===== config.mk =====
export PLATFORM = sky130hd
export DESIGN_NAME = clock_timekeeper
export DESIGN_NICKNAME = d
export VERILOG_FILES = /design/src/rtl/clock_timekeeper.sv
export SDC_FILE = /design/constraint.sdc
export NUM_CORES = 1
export LEC_CHECK = 0
export BUFFER_PORTS_ARGS = -buffer_cell sky130_fd_sc_hd__buf_2
export CAP_MARGIN = 20
export CORE_ASPECT_RATIO = 0.5
export CORE_UTILIZATION = 33
export CTS_CLUSTER_DIAMETER = 200
export DETAILED_ROUTE_END_ITERATION = 8
export PLACE_DENSITY_LB_ADDON = 0.1
export SKIP_LAST_GASP = 1
export SYNTH_ARGS = -nofsm -noshare
export SYNTH_HDL_FRONTEND = slang
export SYNTH_SLANG_ARGS = --single-unit

===== constraint.sdc =====
create_clock -name i_Clock -period 3.18 [get_ports i_Clock]
set_input_delay 0.159 -clock i_Clock [delete_from_list [all_inputs] [get_ports i_Clock]]
set_output_delay 0.159 -clock i_Clock [all_outputs]
set_load 0.01 [all_outputs]

===== src/rtl/clock_timekeeper.sv =====
// clock_timekeeper: time-of-day counter with Set/Up/Down time setting, hold-to-repeat,
// set-mode timeout and 12/24-hour BCD display outputs.
module clock_timekeeper #(
  parameter bit HOUR_MODE_24 = 1'b1,
  parameter int REPEAT_DELAY = 4,
  parameter int SET_TIMEOUT  = 30
) (
  input  logic       i_Clock,
  input  logic       i_Reset_n,
  input  logic       i_Tick_1Hz,
  input  logic       i_Tick_Repeat,
  input  logic       i_Set,
  input  logic       i_Up_Held,
  input  logic       i_Down_Held,
  output logic [3:0] o_Units_Sec,
  output logic [2:0] o_Tens_Sec,
  output logic [3:0] o_Units_Min,
  output logic [2:0] o_Tens_Min,
  output logic [3:0] o_Units_Hour,
  output logic [1:0] o_Tens_Hour,
  output logic       o_PM,
  output logic       o_Setting,
  output logic [1:0] o_Blink_Field
);
  localparam int HW = $clog2(REPEAT_DELAY + 1);
  localparam int TW = $clog2(SET_TIMEOUT + 1);
  typedef enum logic [1:0] {RUN, SET_HOUR, SET_MIN} state_t;
  state_t          state_q, state_d;
  logic [4:0]      hour_q, hour_d, hm, hdisp;
  logic [3:0]      sec_u_q, sec_u_d, min_u_q, min_u_d, hour_u_q, hour_u_d;
  logic [2:0]      sec_t_q, sec_t_d, min_t_q, min_t_d;
  logic [1:0]      hour_t_q, hour_t_d, blink_q, blink_d;
  logic            pm_q, pm_d, up_q, dn_q;
  logic [HW-1:0]   hold_q, hold_d;
  logic [TW-1:0]   to_q, to_d;
  logic            one_up, one_dn, sustained, press, rep, step, run_tick, sec_wrap, min_wrap;
  assign one_up    = i_Up_Held & ~i_Down_Held;
  assign one_dn    = i_Down_Held & ~i_Up_Held;
  assign sustained = (one_up & up_q) | (one_dn & dn_q);
  assign press     = (one_up & ~up_q) | (one_dn & ~dn_q);
  assign rep       = sustained & i_Tick_Repeat & (hold_q == HW'(REPEAT_DELAY));
  assign step      = (press | rep) & (state_q != RUN) & ~i_Set;
  assign run_tick  = i_Tick_1Hz & (state_q == RUN);
  assign sec_wrap  = (sec_u_q == 4'd9) & (sec_t_q == 3'd5);
  assign min_wrap  = (min_u_q == 4'd9) & (min_t_q == 3'd5);
  always_comb begin
    sec_u_d = sec_u_q;
    sec_t_d = sec_t_q;
    min_u_d = min_u_q;
    min_t_d = min_t_q;
    hour_d  = hour_q;
    if (run_tick) begin
      sec_u_d = sec_u_q == 4'd9 ? 4'd0 : sec_u_q + 4'd1;
      sec_t_d = sec_u_q != 4'd9 ? sec_t_q : sec_t_q == 3'd5 ? 3'd0 : sec_t_q + 3'd1;
      if (sec_wrap) begin
        min_u_d = min_u_q == 4'd9 ? 4'd0 : min_u_q + 4'd1;
        min_t_d = min_u_q != 4'd9 ? min_t_q : min_t_q == 3'd5 ? 3'd0 : min_t_q + 3'd1;
        if (min_wrap) hour_d = hour_q == 5'd23 ? 5'd0 : hour_q + 5'd1;
      end
    end
    if (step && state_q == SET_HOUR)
      hour_d = one_up ? (hour_q == 5'd23 ? 5'd0 : hour_q + 5'd1)
                      : (hour_q == 5'd0 ? 5'd23 : hour_q - 5'd1);
    if (step && state_q == SET_MIN) begin
      min_u_d = one_up ? (min_u_q == 4'd9 ? 4'd0 : min_u_q + 4'd1)
                       : (min_u_q == 4'd0 ? 4'd9 : min_u_q - 4'd1);
      min_t_d = one_up ? (min_u_q != 4'd9 ? min_t_q : min_t_q == 3'd5 ? 3'd0 : min_t_q + 3'd1)
                       : (min_u_q != 4'd0 ? min_t_q : min_t_q == 3'd0 ? 3'd5 : min_t_q - 3'd1);
    end
    if (i_Set && state_q == SET_MIN) begin
      sec_u_d = 4'd0;
      sec_t_d = 3'd0;
    end
  end
  // Set beats a coincident step or timeout; a step beats a coincident 1 Hz tick.
  always_comb begin
    state_d = state_q;
    to_d    = to_q;
    hold_d  = !sustained ? '0 : (i_Tick_Repeat && hold_q != HW'(REPEAT_DELAY)) ? hold_q + 1'b1 : hold_q;
    if (i_Set) begin
      state_d = state_q == RUN ? SET_HOUR : state_q == SET_HOUR ? SET_MIN : RUN;
      to_d    = '0;
    end else if (state_q == RUN || step) begin
      to_d = '0;
    end else if (i_Tick_1Hz) begin
      state_d = to_q == TW'(SET_TIMEOUT - 1) ? RUN : state_q;
      to_d    = to_q == TW'(SET_TIMEOUT - 1) ? '0 : to_q + 1'b1;
    end
    blink_d = {state_d == SET_HOUR, state_d == SET_MIN};
  end
  always_comb begin
    hm       = hour_d >= 5'd12 ? hour_d - 5'd12 : hour_d;
    hdisp    = HOUR_MODE_24 ? hour_d : (hm == 5'd0 ? 5'd12 : hm);
    hour_t_d = hdisp >= 5'd20 ? 2'd2 : hdisp >= 5'd10 ? 2'd1 : 2'd0;
    hour_u_d = 4'(hdisp - 5'd10 * 5'(hour_t_d));
    pm_d     = !HOUR_MODE_24 && hour_d >= 5'd12;
  end
  always_ff @(posedge i_Clock or negedge i_Reset_n) begin
    if (!i_Reset_n) begin
      state_q  <= RUN;
      hour_q   <= '0;
      sec_u_q  <= '0;
      sec_t_q  <= '0;
      min_u_q  <= '0;
      min_t_q  <= '0;
      hour_u_q <= HOUR_MODE_24 ? 4'd0 : 4'd2;
      hour_t_q <= HOUR_MODE_24 ? 2'd0 : 2'd1;
      pm_q     <= 1'b0;
      blink_q  <= 2'b00;
      hold_q   <= '0;
      to_q     <= '0;
      up_q     <= 1'b0;
      dn_q     <= 1'b0;
    end else begin
      state_q  <= state_d;
      hour_q   <= hour_d;
      sec_u_q  <= sec_u_d;
      sec_t_q  <= sec_t_d;
      min_u_q  <= min_u_d;
      min_t_q  <= min_t_d;
      hour_u_q <= hour_u_d;
      hour_t_q <= hour_t_d;
      pm_q     <= pm_d;
      blink_q  <= blink_d;
      hold_q   <= hold_d;
      to_q     <= to_d;
      up_q     <= i_Up_Held;
      dn_q     <= i_Down_Held;
    end
  end
  assign o_Units_Sec   = sec_u_q;
  assign o_Tens_Sec    = sec_t_q;
  assign o_Units_Min   = min_u_q;
  assign o_Tens_Min    = min_t_q;
  assign o_Units_Hour  = hour_u_q;
  assign o_Tens_Hour   = hour_t_q;
  assign o_PM          = pm_q;
  assign o_Setting     = |blink_q;
  assign o_Blink_Field = blink_q;
endmodule


# ---- Word-level counts from Yosys, hierarchy flattened
# Index checks and enable logic that the tools add are counted.
dict set report word_totals {
  in_bits 7
  word_cells 126
  rom_bits 0
  reg_bits 39
  latchBits 0
  output_inout_bits 24
  memories 0
  mem_bits_rw 0
}
dict set report classes {
  eq_ne 17
  order_cmp 2
  mux 42
  n_addsub 11
  n_shift 0
  n_reduce_logical 19
  bitwise_logic 21
  mul 1
  div 0
}
# op count
set op_table {}
lappend op_table {{$mux 5} 11}
lappend op_table {{$mux 3} 14}
lappend op_table {{$mux 4} 9}
lappend op_table {{$mux 2} 7}
lappend op_table {{$and 1x1->1} 13}
lappend op_table {{$add 5x1->5 const B} 2}
lappend op_table {{$eq 5x5->1 const B} 2}
lappend op_table {{$add 3x1->3 const B} 3}
lappend op_table {{$eq 3x3->1 const B} 3}
lappend op_table {{$add 4x1->4 const B} 2}
lappend op_table {{$eq 4x4->1 const B} 2}
lappend op_table {{$ne 4x4->1 const B} 2}
lappend op_table {{$reduce_bool 2->1} 4}
lappend op_table {{$ne 3x3->1 const B} 2}
lappend op_table {{$ge 5x4->1 const B} 1}
lappend op_table {{$ge 5x5->1 const B} 1}
lappend op_table {{$logic_not 5->1} 1}
lappend op_table {{$not 1->1} 5}
lappend op_table {{$sub 5x1->5 const B} 1}
lappend op_table {{$eq 2x1->1 const B} 2}
lappend op_table {{$eq 2x2->1 const B} 2}
lappend op_table {{$logic_and 1x1->1} 4}
lappend op_table {{$logic_not 4->1} 1}
lappend op_table {{$ne 2x1->1 const B} 2}
lappend op_table {{14 further kinds} 17}

# ---- Logic depth before layout (Yosys ltp)
dict set report logic_depth {
  ltp_word 16
  mapped_depth 15
  mapped_depth_nobuf 14
}

# ---- Worst setup path before layout
# No wires, ideal clock.
dict set report synth_path {
  path_type {flip-flop to flip-flop}
  start {register sec_u_q[0] (netlist: o_Units_Sec[0])}
  end {register hour_u_q[2] (netlist: o_Units_Hour[2])}
  t_arrival_ns 2.623
  stages_incl_launch_ff 13
  slack_ns 0.422
  required_time_ns 3.044
  setup_time_ns 0.136
  n_path_buf 1
  synth_period_minus_slack_ns 2.758
  path_cell_list {dfrtp_1 ha_1 and3b_1 and3_4 buf_6 a41o_1 a311oi_2 nor2_1 o21ai_1 mux2i_1 ha_1 inv_1 fa_1}
}
dict set report synth_between {
  elab_chain_len 10
  elab_cells_between_ends 11
  classes_between {1 x add/sub; 1 x mul; 2 x order compare; 1 x eq/ne; 5 x mux; 1 x bitwise}
}
# element line
set synth_rtl {}
lappend synth_rtl {{start, declared} 30} ;# logic [3:0] sec_u_q, sec_u_d, min_u_q, min_u_d, hour_u_q, hour_u_d;
lappend synth_rtl {{start signal, assigned} 117} ;# sec_u_q <= sec_u_d;
lappend synth_rtl {{$eq 4x4->1 *} 44} ;# assign sec_wrap = (sec_u_q == 4'd9) & (sec_t_q == 3'd5);
lappend synth_rtl {{$and 1x1->1 *} 44}
lappend synth_rtl {{$mux 5 *} 55} ;# if (sec_wrap) begin
lappend synth_rtl {{$mux 5 *} 52} ;# if (run_tick) begin
lappend synth_rtl {{$mux 5 *} 61} ;# if (step && state_q == SET_HOUR)
lappend synth_rtl {{net hdisp[2]} 29} ;# logic [4:0] hour_q, hour_d, hm, hdisp;
lappend synth_rtl {{$ge 5x4->1} 94} ;# hour_t_d = hdisp >= 5'd20 ? 2'd2 : hdisp >= 5'd10 ? 2'd1 : 2'd0;
lappend synth_rtl {{$mux 1} 94}
lappend synth_rtl {{$mux 2 *} 94}
lappend synth_rtl {{net hour_t_d[0]} 32} ;# logic [1:0] hour_t_q, hour_t_d, blink_q, blink_d;
lappend synth_rtl {{$mul 3x2->3 *} 95} ;# hour_u_d = 4'(hdisp - 5'd10 * 5'(hour_t_d));
lappend synth_rtl {{$sub 4x4->4 *} 95}
lappend synth_rtl {{net hour_u_d[2]} 30}
lappend synth_rtl {{end signal, assigned} 106} ;# hour_u_q <= HOUR_MODE_24 ? 4'd0 : 4'd2;
lappend synth_rtl {{end signal, assigned} 121} ;# hour_u_q <= hour_u_d;
lappend synth_rtl {{end, declared} 30}
# The timed path passes the listed nets; every way through them passes the cells marked *.
# A chain may end at the register's enable or synchronous reset.

# ---- Final worst setup path
dict set report layout_path {
  start {register sec_u_q[1] (netlist: o_Units_Sec[1])}
  end {register hour_u_q[3] (netlist: o_Units_Hour[3])}
}
dict set report layout_between {
  elab_chain_len 10
  elab_cells_between_ends 11
  classes_between {1 x add/sub; 1 x mul; 2 x order compare; 1 x eq/ne; 5 x mux; 1 x bitwise}
}
# element line
set layout_rtl {}
lappend layout_rtl {{$eq 4x4->1 *} 44}
lappend layout_rtl {{$and 1x1->1 *} 44}
lappend layout_rtl {{$mux 5 *} 55}
lappend layout_rtl {{$mux 5 *} 52}
lappend layout_rtl {{$mux 5 *} 61}
lappend layout_rtl {{$ge 5x4->1} 94}
lappend layout_rtl {{$mux 1} 94}
lappend layout_rtl {{$mux 2 *} 94}
lappend layout_rtl {{net hour_t_d[0]} 32}
lappend layout_rtl {{$mul 3x2->3 *} 95}
lappend layout_rtl {{$sub 4x4->4 *} 95}
lappend layout_rtl {{net hour_u_d[3]} 30}
# Marks and branches as above.

==> flow_summary.toml <==
[status]
status = "complete, no violations"

[synthesis]
yosys.cell_types.count = 68
synthArstFlopShare_pct = 100.0
syn-cell-area_um2 = 2419
yosysTopAreaCell = "dfrtp_1"
ys_seq_area_share_pct = 39.32
synth_top_cell_area_share_pct = 39.32
syn_avg_cell_area_um2 = 9.025
synth-edff-count = 0
synth_seq_cells = 38
netlist_instances = 268
synthesis.nets = 286
yosys-top-cells-area = "dfrtp_1 39%, ha_1 5.2%, nand2_1 4.8%"
yosys_warnings = 0
synthFlopType = "dfrtp_1"

[grt]
grt_max_degree = 39
antenna_found_initial = 0
grt_pass1_vias = 1850
grt.total_usage_pct = 14.98
grt_overflow = 0
grt_pass1_wl_mm = 9.011

[setup_path]
reg2reg_from = "o_Units_Sec[1]"
path_max_fanout = 7
required_ps = 3340
path_class = "reg -> reg"
arrival_ps = 3100
worstReg2RegEnd = "o_Units_Hour[3]"
reg2regPathDepth = 13
end_kind = "register"
cp-start-kind = "register"
rrSetupSlack_ps = 240

[clocking]
cts_made_buffers = 5
ctsHoldBuffers = 0
cts_tree = "yes"
cts.sinks = 38
clock_path_buffers = 2
post-cts-setup-buffers = 0
clk_latency_ps = 280
cts_root_buf = "clkbuf_16"
htreeDepth = 2
cts.clk_slew.worst_paths_ps = 60

[routing]
wl_per_cell_um = 13.42
drt-total-wl_mm = 5.233
ant_nets = 0
drc = 0
drtIter0Drc = 99
vias = 1986
dr.pass1.iters = 4
via_per_inst = 5.092

[place]
gp_congestion = 0.8270
post-place-ws_ps = 202.4
placedInstanceArea_um2 = 2633
numPortBuffers = 29
dpl.hpwl_mm = 3.799

[power]
switchingPower_uw = 813.9
intPower_uw = 1280
power_density_nw_per_um2 = 749.0
p_sw_share_pct = 38.88
leakage_uw = 0.001282
power.share.clock_pct = 24.4
combPwrFrac_pct = 39.9
ir_drop_mv = 0.2498
p_seq_share_pct = 35.7

[finish]
drive_gt1_share_pct = 20.81
finish.utilization_pct = 40.60
design_area_um2 = 2795
diodes = 0
layout.nets = 315
final_common_cell = "dfrtp_1"
num-fill-cells = 688
final_cell_mix = "38 x dfrtp_1, 31 x nand2_1, 29 x buf_2, 28 x nor2_1, 16 x a21oi_1"
area_growth_pct = 15.57

[floorplan]
fp.dieW_um = 123.1
std_cell_rows = 21
initial_utilization_pct = 35.13
dieArea_um2 = 7696
ios = 31
core_um2 = 6884
fp.dieH_um = 62.54

[sta]
fin_crit_sh_pct = 92.57
finalClockSkew_ps = 4.232
setup_viol = 0
finalWorstSetupSlack_ps = 236.3
worst_pin_slew_ps = 902.4
slew_headroom_pct = 39.84
fin_setup_tns_ps = 0
maxSlewViolCount = 0
clock.fmax_ghz = 0.3397
timing.hold.ws_ps = 5.429
finalCriticalPeriod_ps = 2944
rsz0062_at_grt = "false"
finalHoldViolCount = 0

[worst_hold_path]
hp-class = "in -> async"

[flow_run]
drv_cap = 0
[how the worst max path moves through the flow]
stage | to | start | slack (ps) | cells past startpoint
finish | o_Units_Hour[3] | o_Units_Sec[1] | 240 | 13
global route | o_Units_Hour[3] | hold_q[0] | 30 | 13
CTS | o_Units_Hour[3] | o_Units_Sec[1] | 180 | 12
detailed placement | o_Units_Hour[3] | o_Units_Sec[1] | 200 | 12
global placement | o_Units_Hour[3] | o_Units_Sec[1] | 250 | 12
floorplan | o_Units_Hour[2] | o_Units_Sec[0] | 420 | 12
[critical path, cell delays in order (launching register included)]
cell	delay, ps
dfrtp_1	420
inv_1	70
ha_1	120
and3b_1	270
and3_4	280
and4_4	230
mux2i_1	190
o21a_1	170
o21ai_1	90
mux2i_1	210
ha_1	180
inv_1	40
fa_1	370
xor2_1	180
[layout make-up]
| class | instances | area, um^2 | area share [%] |
|---|---|---|---|
| multi-input combinational | 203 | 1338 | 47.85 |
| inverter | 15 | 57.56 | 2.059 |
| clock inverter | 2 | 12.51 | 0.4476 |
| timing repair buffer | 34 | 182.7 | 6.535 |
| sequential | 38 | 950.9 | 34.02 |
| clock buffer | 6 | 138.9 | 4.969 |
| tap | 92 | 115.1 | 4.118 |
[flip-flops by register name, summed over array words and instances, names as in the netlist]
name	flops
o_Units_Min	4
o_Tens_Min	3
o_Units_Hour	4
dn_q	1
o_Tens_Sec	3
hour_q	4
hold_q	3
o_Blink_Field	2
to_q	5
o_Tens_Hour	2
up_q	1
state_q	2
o_Units_Sec	4
[cells by family after synthesis]
| group | after synthesis | synth area share [%] |
|---|---|---|
| buffers and inverters | 27 | 5.845 |
| XOR/XNOR | 5 | 1.811 |
| AND/OR/NAND/NOR | 103 | 22.04 |
| adder cells (fa/ha/maj) | 11 | 6.001 |
| AO/OA/AOI/OAI | 74 | 21.06 |
| flip-flops | 38 | 39.32 |
| multiplexers | 9 | 3.777 |
| other | 1 | 0.1551 |
[through the flow]
step	std cells	total power, uW
2_1_floorplan	268	1350
3_3_place_gp	382	1580
3_5_place_dp	382	1589
4_1_cts	390	2117
5_1_grt	390	2283
6_report	390	2093
[Yosys cell counts (2+ instances only)]
library cell,n
dfrtp_1,38
nand2_1,31
nor2_1,28
a21oi_1,16
inv_1,14
o21ai_0,12
ha_1,10
mux2i_1,8
nor3_1,7
o21ai_1,6
nand3_1,5
nor2b_1,5
a31oi_1,4
buf_4,4
clkbuf_1,4
and2_1,3
buf_6,3
nand2b_1,3
xnor2_1,3
a211oi_1,2
a21boi_1,2
a21o_1,2
a21oi_2,2
a22oi_1,2
a32oi_1,2
a41oi_1,2
and3_1,2
o2111ai_1,2
o211ai_1,2
o21bai_1,2
o22ai_1,2
or2_2,2
or3_1,2
xor2_1,2
[metal layers]
metal / vias to the layer above / wire, um / track usage (%)
li1: 1013 / - / -
met1: 932 / 2798 / 21.76
met2: 39 / 2209 / 22.05
met3: 2 / 200 / 4.106
met4: 0 / 25 / 3.012
met5: - / 0 / 0
[timing repair]
item / CTS / global route
gates resized for setup: 0 / 3
hold endpoints to repair: 0 / 0
endpoints found under the setup margin: 0 / 2
[power by group through the flow]
stage / Combinational (uW) / Clock, uW / Sequential (uW)
final: 836 / 510 / 747
after global routing: 955 / 561 / 767
after CTS: 839 / 531 / 746
after detailed placement: 834 / 0 / 755
after global placement: 829 / 0 / 752
after floorplan: 600 / 0 / 751
Power figures use the tool's default switching activity.
